$ cat config.mk
export PLATFORM = sky130hd
export DESIGN_NAME = ps2_host_tx_flat
export DESIGN_NICKNAME = d
export VERILOG_FILES = /design/src/rtl/ps2_host_tx_if.sv /design/src/rtl/ps2_host_tx.sv /design/src/flat_wrapper.sv
export SDC_FILE = /design/constraint.sdc
export NUM_CORES = 1
export LEC_CHECK = 0
export BUFFER_PORTS_ARGS = -buffer_cell sky130_fd_sc_hd__buf_2
export CAP_MARGIN = 10
export CORE_MARGIN = 2
export CORE_UTILIZATION = 49
export DETAILED_ROUTE_END_ITERATION = 8
export PLACE_DENSITY_LB_ADDON = 0.2
export RECOVER_POWER = 50
export SYNTH_ARGS = -nofsm -noshare
export SYNTH_HDL_FRONTEND = slang
export SYNTH_SLANG_ARGS = --single-unit
export TNS_END_PERCENT = 30
$ cat constraint.sdc
create_clock -name clock -period 3.1 [get_ports clock]
set_clock_uncertainty 0.05 [all_clocks]
set_input_delay 0.62 -clock clock [delete_from_list [all_inputs] [get_ports clock]]
set_output_delay 0.62 -clock clock [all_outputs]
set_load 0.02 [all_outputs]
$ cat src/rtl/ps2_host_tx_if.sv
// Command-side handshake between a host controller and the PS/2 transmitter.
interface ps2_host_tx_if;
  logic [7:0] tx_data;
  logic       tx_start;
  logic       tx_busy;
  logic       tx_done;
  logic       tx_error;
  logic       rx_inhibit;

  modport master (output tx_data, tx_start,
                  input  tx_busy, tx_done, tx_error, rx_inhibit);
  modport slave  (input  tx_data, tx_start,
                  output tx_busy, tx_done, tx_error, rx_inhibit);
endinterface

$ cat src/rtl/ps2_host_tx.sv
// PS/2 host-to-device transmitter: inhibit, request-to-send, shift 10 bits on
// device clock falls, then check the device ACK and wait for idle lines.
module ps2_host_tx #(
  parameter int INHIBIT_CYCLES = 5000,
  parameter int TIMEOUT_CYCLES = 1000000
) (
  input  logic         clock,
  input  logic         reset,
  ps2_host_tx_if.slave tx,
  input  logic         ps2_clk_in,
  input  logic         ps2_data_in,
  output logic         ps2_clk_drive_low,
  output logic         ps2_data_drive_low
);
  localparam int IW = $clog2(INHIBIT_CYCLES + 1);
  localparam int TW = $clog2(TIMEOUT_CYCLES + 1);
  localparam logic [IW-1:0] INH_LAST = IW'(INHIBIT_CYCLES - 1);
  localparam logic [TW-1:0] TMO_LAST = TW'(TIMEOUT_CYCLES - 1);

  typedef enum logic [2:0] {IDLE, INHIBIT, REQ, SHIFT, ACK, WAIT_IDLE} state_t;

  state_t        state;
  logic [IW-1:0] cnt;
  logic [TW-1:0] tmo;
  logic [3:0]    idx;
  logic [9:0]    frame;
  logic          clk_s1, clk_s2, clk_prev, data_s1, data_s2;
  logic          busy, done_q, err_q;
  logic          fall;

  assign fall          = clk_prev & ~clk_s2;
  assign tx.tx_busy    = busy;
  assign tx.rx_inhibit = busy;
  assign tx.tx_done    = done_q;
  assign tx.tx_error   = err_q;

  always_ff @(posedge clock) begin
    if (reset) begin
      state              <= IDLE;
      cnt                <= '0;
      tmo                <= '0;
      idx                <= '0;
      frame              <= '0;
      // Sync chain starts at the idle-high line level so no phantom fall appears.
      clk_s1             <= 1'b1;
      clk_s2             <= 1'b1;
      clk_prev           <= 1'b1;
      data_s1            <= 1'b1;
      data_s2            <= 1'b1;
      busy               <= 1'b0;
      done_q             <= 1'b0;
      err_q              <= 1'b0;
      ps2_clk_drive_low  <= 1'b0;
      ps2_data_drive_low <= 1'b0;
    end else begin
      clk_s1   <= ps2_clk_in;
      clk_s2   <= clk_s1;
      clk_prev <= clk_s2;
      data_s1  <= ps2_data_in;
      data_s2  <= data_s1;
      done_q   <= 1'b0;
      err_q    <= 1'b0;
      unique case (state)
        IDLE: begin
          if (tx.tx_start) begin
            frame              <= {1'b1, ~^tx.tx_data, tx.tx_data};
            cnt                <= '0;
            busy               <= 1'b1;
            ps2_clk_drive_low  <= 1'b1;
            ps2_data_drive_low <= 1'b0;
            state              <= INHIBIT;
          end
        end
        INHIBIT: begin
          if (cnt == INH_LAST) begin
            ps2_data_drive_low <= 1'b1;
            state              <= REQ;
          end else begin
            cnt <= cnt + 1'b1;
          end
        end
        REQ: begin
          ps2_clk_drive_low <= 1'b0;
          idx               <= '0;
          tmo               <= '0;
          state             <= SHIFT;
        end
        default: begin
          // SHIFT, ACK and WAIT_IDLE share one watchdog; it wins over a fall.
          tmo <= tmo + 1'b1;
          if (tmo == TMO_LAST) begin
            ps2_clk_drive_low  <= 1'b0;
            ps2_data_drive_low <= 1'b0;
            err_q              <= 1'b1;
            busy               <= 1'b0;
            state              <= IDLE;
          end else begin
            case (state)
              SHIFT: begin
                if (fall) begin
                  ps2_data_drive_low <= ~frame[idx];
                  idx                <= idx + 4'd1;
                  if (idx == 4'd9) state <= ACK;
                end
              end
              ACK: begin
                if (fall) begin
                  if (data_s2) begin
                    ps2_data_drive_low <= 1'b0;
                    err_q              <= 1'b1;
                    busy               <= 1'b0;
                    state              <= IDLE;
                  end else begin
                    state <= WAIT_IDLE;
                  end
                end
              end
              WAIT_IDLE: begin
                if (clk_s2 && data_s2) begin
                  done_q <= 1'b1;
                  busy   <= 1'b0;
                  state  <= IDLE;
                end
              end
              default: ;
            endcase
          end
        end
      endcase
    end
  end
endmodule

$ cat src/flat_wrapper.sv
// flat-port wrapper written by rule: the top's interface ports become plain ports
module ps2_host_tx_flat 
#(
  parameter int INHIBIT_CYCLES = 5000,
  parameter int TIMEOUT_CYCLES = 1000000
)
  (clock, reset, ps2_clk_in, ps2_data_in, ps2_clk_drive_low, ps2_data_drive_low, tx_tx_data, tx_tx_start, tx_tx_busy, tx_tx_done, tx_tx_error, tx_rx_inhibit);
  ps2_host_tx_if tx_i ();
  input  logic clock;
  input  logic reset;
  input  logic ps2_clk_in;
  input  logic ps2_data_in;
  output logic ps2_clk_drive_low;
  output logic ps2_data_drive_low;
  input wire logic [$bits(tx_i.tx_data)-1:0] tx_tx_data;
  input wire logic [$bits(tx_i.tx_start)-1:0] tx_tx_start;
  output wire logic [$bits(tx_i.tx_busy)-1:0] tx_tx_busy;
  output wire logic [$bits(tx_i.tx_done)-1:0] tx_tx_done;
  output wire logic [$bits(tx_i.tx_error)-1:0] tx_tx_error;
  output wire logic [$bits(tx_i.rx_inhibit)-1:0] tx_rx_inhibit;
  assign tx_i.tx_data = tx_tx_data;
  assign tx_i.tx_start = tx_tx_start;
  assign tx_tx_busy = tx_i.tx_busy;
  assign tx_tx_done = tx_i.tx_done;
  assign tx_tx_error = tx_i.tx_error;
  assign tx_rx_inhibit = tx_i.rx_inhibit;
  ps2_host_tx #(.INHIBIT_CYCLES(INHIBIT_CYCLES), .TIMEOUT_CYCLES(TIMEOUT_CYCLES)) u_core (.clock(clock), .reset(reset), .tx(tx_i), .ps2_clk_in(ps2_clk_in), .ps2_data_in(ps2_data_in), .ps2_clk_drive_low(ps2_clk_drive_low), .ps2_data_drive_low(ps2_data_drive_low));
endmodule
=== Word-level counts from Yosys, hierarchy flattened ===
Cells that the tools add are included.

* Bits in registers: 60
* Logic and storage cells: 110
* Input port bits: 13
* Output and inout bits: 6

* Add/sub/neg operators: 3
* Equal/unequal tests: 22
* Reduce and logical (&&, ||, !) cells: 21
* Multiplexer cells: 40
* Bitwise gates (word level): 8
* Magnitude comparators: 1

{| class="wikitable"
|+ Operators with widths
! operator !! number
|-
| one-hot mux 20 bit (2 select lines) || 1
|-
| 2-to-1 mux 13 bit || 2
|-
| one-hot mux 13 bit (2 select lines) || 1
|-
| 2-to-1 mux 3 bit || 8
|-
| adder 20 x 1 -> 20 bit, second input constant || 1
|-
| equality test 20 bit, second input constant || 1
|-
| != test 6 x 1 -> 1 bit, second input constant || 3
|-
| one-hot mux 3 bit (3 select lines) || 2
|-
| 2-to-1 mux 1 bit || 16
|-
| != test 5 x 1 -> 1 bit, second input constant || 3
|-
| AND reduction 7 bit || 2
|-
| adder 13 x 1 -> 13 bit, second input constant || 1
|-
| equality test 13 bit, second input constant || 1
|-
| 2-to-1 mux 4 bit || 3
|-
| != test 4 x 1 -> 1 bit, second input constant || 2
|-
| one-hot mux 4 bit (2 select lines) || 1
|-
| XNOR reduction 8 bit || 1
|-
| inverter 1 bit || 7
|-
| nonzero test 7 bit || 1
|-
| equality test 3 x 2 -> 1 bit, second input constant || 2
|-
| equality test 3 bit, second input constant || 2
|-
| != test 2 bit, second input constant || 3
|-
| != test 6 x 4 -> 1 bit, second input constant || 1
|-
| one-hot mux 1 bit (2 select lines) || 3
|-
| 22 further kinds || 27
|}

=== Longest topological paths before layout ===
* Depth after elaboration: 7
* Gate-level depth with buffers: 7
* Depth with buffers taken out: 7

=== Least setup slack after synthesis ===
Ideal clock, no wire load.

* Kind: reg2reg
* Start point: register u_core.tmo[14]
* End point: register u_core.ps2_data_drive_low
* Required time: 2.928 ns
* Slack: 1.172 ns
* Arrival: 1.756 ns
* Setup time: 0.122 ns
* Clock period less this slack: 1.928 ns
* Cell stages (with the launch flop): 6
* Path buffers: 0
* Cells stage by stage: dfxtp_1 or3b_4 or4_4 nor2_1 nor3_1 o32a_1

* Word-level cells in the longest chain between the ends: 3
* Elaborated cells on any way between the ends: 8
* Those cells by class: 4 x eq/ne; 2 x mux; 2 x reduce/logical

{| class="wikitable"
|+ RTL lines
! what !! RTL line !! source
|-
| from (decl) || ps2_host_tx.sv:24 || <nowiki>logic [TW-1:0] tmo;</nowiki>
|-
| from (signal assigned) || ps2_host_tx.sv:90 || <nowiki>tmo <= tmo + 1'b1;</nowiki>
|-
| equality test 20 bit * || ps2_host_tx.sv:91 || <nowiki>if (tmo == TMO_LAST) begin</nowiki>
|-
| != test 5 x 1 -> 1 bit (no line), or another cell as far along || -- ||
|-
| AND reduction 7 bit (no line) or one-hot mux 1 bit (3 select lines) (tied branches) || -- ||
|-
| to (signal assigned) || ps2_host_tx.sv:101 || <nowiki>ps2_data_drive_low <= ~frame[idx];</nowiki>
|-
| to (decl) || ps2_host_tx.sv:13 || <nowiki>output logic ps2_data_drive_low</nowiki>
|}

Every way passes the cells marked *; elsewhere a longest branch is shown, timed or not.
A chain may end at the register's enable or synchronous reset.

=== Worst setup path after layout ===
* Start point: register u_core.tmo[0]
* End point: register u_core.tmo[18]

* Word-level cells in the longest chain between the ends: 2

{| class="wikitable"
|+ RTL lines
! what !! RTL line !! source
|-
| adder 20 x 1 -> 20 bit || ps2_host_tx.sv:90 ||
|-
| one-hot mux 20 bit (2 select lines) || ps2_host_tx.sv:63 || <nowiki>unique case (state)</nowiki>
|}

No other way between the ends.

==> flow_summary_export.csv <==
group,metric,value,unit
cells_and_area,drive_gt1_frac,0.128,
die,die_w,84.1,um
die,core_region_area,6280,sq um
cells_and_area,antenna_cells,0,
pwr,p_seq_frac,0.439,
yosys,synth_seq_area_share,0.382,
drt,drt-total-wl,7000,um
run_status,violations,"capacitance limit, slew limit",
clock_tree,cts_tree,"yes",
sta,timing.final.max_slew_violations,42,
drt,drt_pass1_iterations,4,
die,die-area,7070,sq um
global_route,grt_pass1_vias,2546,
drt,wire_per_inst,14.7,um
cells_and_area,seq_area,1200,sq um
yosys,synth_warnings,0,
die,ios,19,
pwr,p_int,1.44,mW
sta,rsz0062_at_grt,"false",
yosys,synth_nets,401,
global_route,grt.overflow.total,0,
cells_and_area,multiInputGateArea,1800,sq um
yosys,syn_area,3140,sq um
sta,finalCriticalPeriod,2.35,ns
yosys,synthFlopType,"dfxtp_1",
global_route,grt_max_degree,42,
pwr,switching_share,0.234,
pwr,p_comb_frac,0.094,
worst_hold_path,worstHoldPathType,"reg -> reg",
run_status,status,"finished, violations left",
critical_path,startpoint_type,"flip-flop",
clock_tree,h-tree-depth,3,
critical_path,crit_path_end_kind,"flip-flop",
sta,tightest_slew,1.84,ns
place,io_buffer_count,18,
clock_tree,cts_resized,0,
pwr,clkPwrFrac,0.467,
pwr,max-vdd-ir-drop,322,uV
clock_tree,holdBufCountCts,0,
drt,vias,2773,
clock_tree,numClockSinks,60,
yosys,synth-seq-cells,60,
clock_tree,cts_made_buffers,9,
cells_and_area,final_cell_mix,"dfxtp_1 (60), nand2_1 (48), nor2_1 (46), a21oi_1 (29), o21ai_0 (16)",
drt,drtIter0Drc,172,
die,floorplan.initialDensity,0.500,
clock_tree,clockBufferDepth,2,
clock_tree,clk_latency,0.34,ns
clock_tree,post_cts_buffers,0,
yosys,synth_top_area_frac,0.382,
yosys,avgSynthCellArea,8.18,sq um
critical_path,worst-setup-path-type,"reg -> reg",
yosys,synth-edff-count,0,
sta,setup_viol,0,
cells_and_area,layout.nets,412,
die,fp.dieH,84.1,um
drt,ant_nets,0,
sta,holdWs,0.358,ns
cells_and_area,final_common_cell,"dfxtp_1",
yosys,yosysTopAreaCell,"dfxtp_1",
pwr,p_leak,1.21,nW
critical_path,crit_required,3.19,ns
sta,final_hold_viol_count,0,
yosys,synth_async_sr_flop_share,0,
critical_path,worstPathArrival,2.45,ns
pwr,netSwitchingPower,0.440,mW
die,row_count,29,
sta,setup_tns,0,ns
drt,viasPerCell,5.81,
cells_and_area,syn_to_final_growth,10.4,%
yosys,synthTopCellsByArea,"dfxtp_1 (38%), nand2_1 (5.7%), nor2_1 (5.5%)",
drt,drt_drc_violations_left,0,
clock_tree,cts-root-buf,"clkbuf_8",
critical_path,critPathMaxFanout,6,
run,max_cap_violations,1,
clock_tree,clk_pin_slew_worst_paths,0.07,ns
yosys,syn_inst,384,
sta,timing.slew.headroom,-0.227,
yosys,synthDistinctLibCells,62,
global_route,grt_use_total,0.208,
place,gp_congestion,0.875,
pwr,powerDensity,544,nW/um^2
place,place_hpwl,4760,um
sta,fmax,0.425,GHz
cells_and_area,nFillCells,584,
global_route,antenna_found_initial,0,
sta,finalCritPeriodShare,0.759,
global_route,grt_pass1_wl,11800,um
-- registers in the layout (all words and copies together) (netlist names) --
register,cells
u_core.tmo,20
u_core.cnt,13
u_core.frame,10
u_core.idx,4
u_core.state,3
u_core.clk_prev,1
u_core.clk_s1,1
u_core.clk_s2,1
u_core.data_s1,1
u_core.data_s2,1
u_core.ps2_clk_drive_low,1
u_core.ps2_data_drive_low,1
u_core.tx.rx_inhibit,1
u_core.tx.tx_done,1
u_core.tx.tx_error,1
-- cell type report --
| type | count | area share |
|---|---|---|
| clock inverters | 4 | 0.0274 |
| repair buffers | 19 | 0.0245 |
| multi-input cells | 297 | 0.520 |
| inverters | 8 | 0.00866 |
| clock buffers | 12 | 0.0448 |
| well taps | 77 | 0.0278 |
| flip-flops and latches | 60 | 0.347 |
-- worst paths after layout --
kind | slack [ns] | to | depth (start not counted) | startpoint
setup / recovery | 0.75 | u_core.tmo[18]$_SDFFE_PP0N_ | 6 | u_core.tmo[0]$_SDFFE_PP0N_
hold / removal | 0.36 | u_core.clk_s2$_SDFF_PP1_ | 1 | u_core.clk_s1$_SDFF_PP1_
setup reg to reg | 0.75 | u_core.tmo[18]$_SDFFE_PP0N_ | 6 | u_core.tmo[0]$_SDFFE_PP0N_
hold reg to reg | 0.36 | u_core.clk_s2$_SDFF_PP1_ | 1 | u_core.clk_s1$_SDFF_PP1_
-- synth_stat cells, drive strengths merged, types with 8 or more instances --
master	n
inv	8
nand2	48
nor3	8
nand4	15
nand3	14
nor4	8
a21oi	29
and3	8
nor2	46
dfxtp	60
xnor2	11
o21ai	18
xor2	10
clkbuf	15
-- per-stage QoR --
step,total power [mW],instance area [sq um],util,std cells,setup slack [ns]
floorplan,0.982,3140,-,384,1.17
global placement,1.02,3240,0.516,461,0.991
detailed placement,1.02,3240,0.516,461,0.968
CTS,1.91,3490,0.556,477,0.937
global route,1.96,3470,0.552,477,0.438
finish,1.88,3470,0.552,477,0.748
-- metal layers --
layer	vias to the layer above	track usage	wire length (um)
met2	55	0.329	3220
met5	-	0	0
li1	1413	-	-
met1	1285	0.264	3270
met4	0	0.0968	199
met3	20	0.0534	311
-- cell families (layout without fill, tap and decap cells) --
logic type / Yosys count / in the layout / share of synthesized area
XOR/XNOR: 21 / 21 / 0.0586
multiplexers: 7 / 7 / 0.0307
flip-flops: 60 / 60 / 0.382
adder cells (fa/ha/maj): 4 / 4 / 0.0159
buffers and inverters: 27 / 43 / 0.0394
AND/OR/NAND/NOR: 183 / 183 / 0.308
AO/OA/AOI/OAI: 82 / 82 / 0.165
-- critical path, cell delays in order (launching register included) --
cell and delay (ns):
dfxtp_1 0.40, ha_1 0.23, nand3_1 0.20, nor4_1 0.77
a31oi_1 0.16, o31ai_1 0.27, a21oi_1 0.09
-- power by group through the flow --
stage               clock [mW]  combinational, mW  sequential (mW)
floorplan                    0              0.144            0.838
global placement             0              0.179            0.843
detailed placement           0              0.180            0.843
CTS                      0.898              0.181            0.826
global route             0.929              0.199            0.830
finish                   0.881              0.177            0.827
Note: power is estimated with default switching activity, not from simulation.
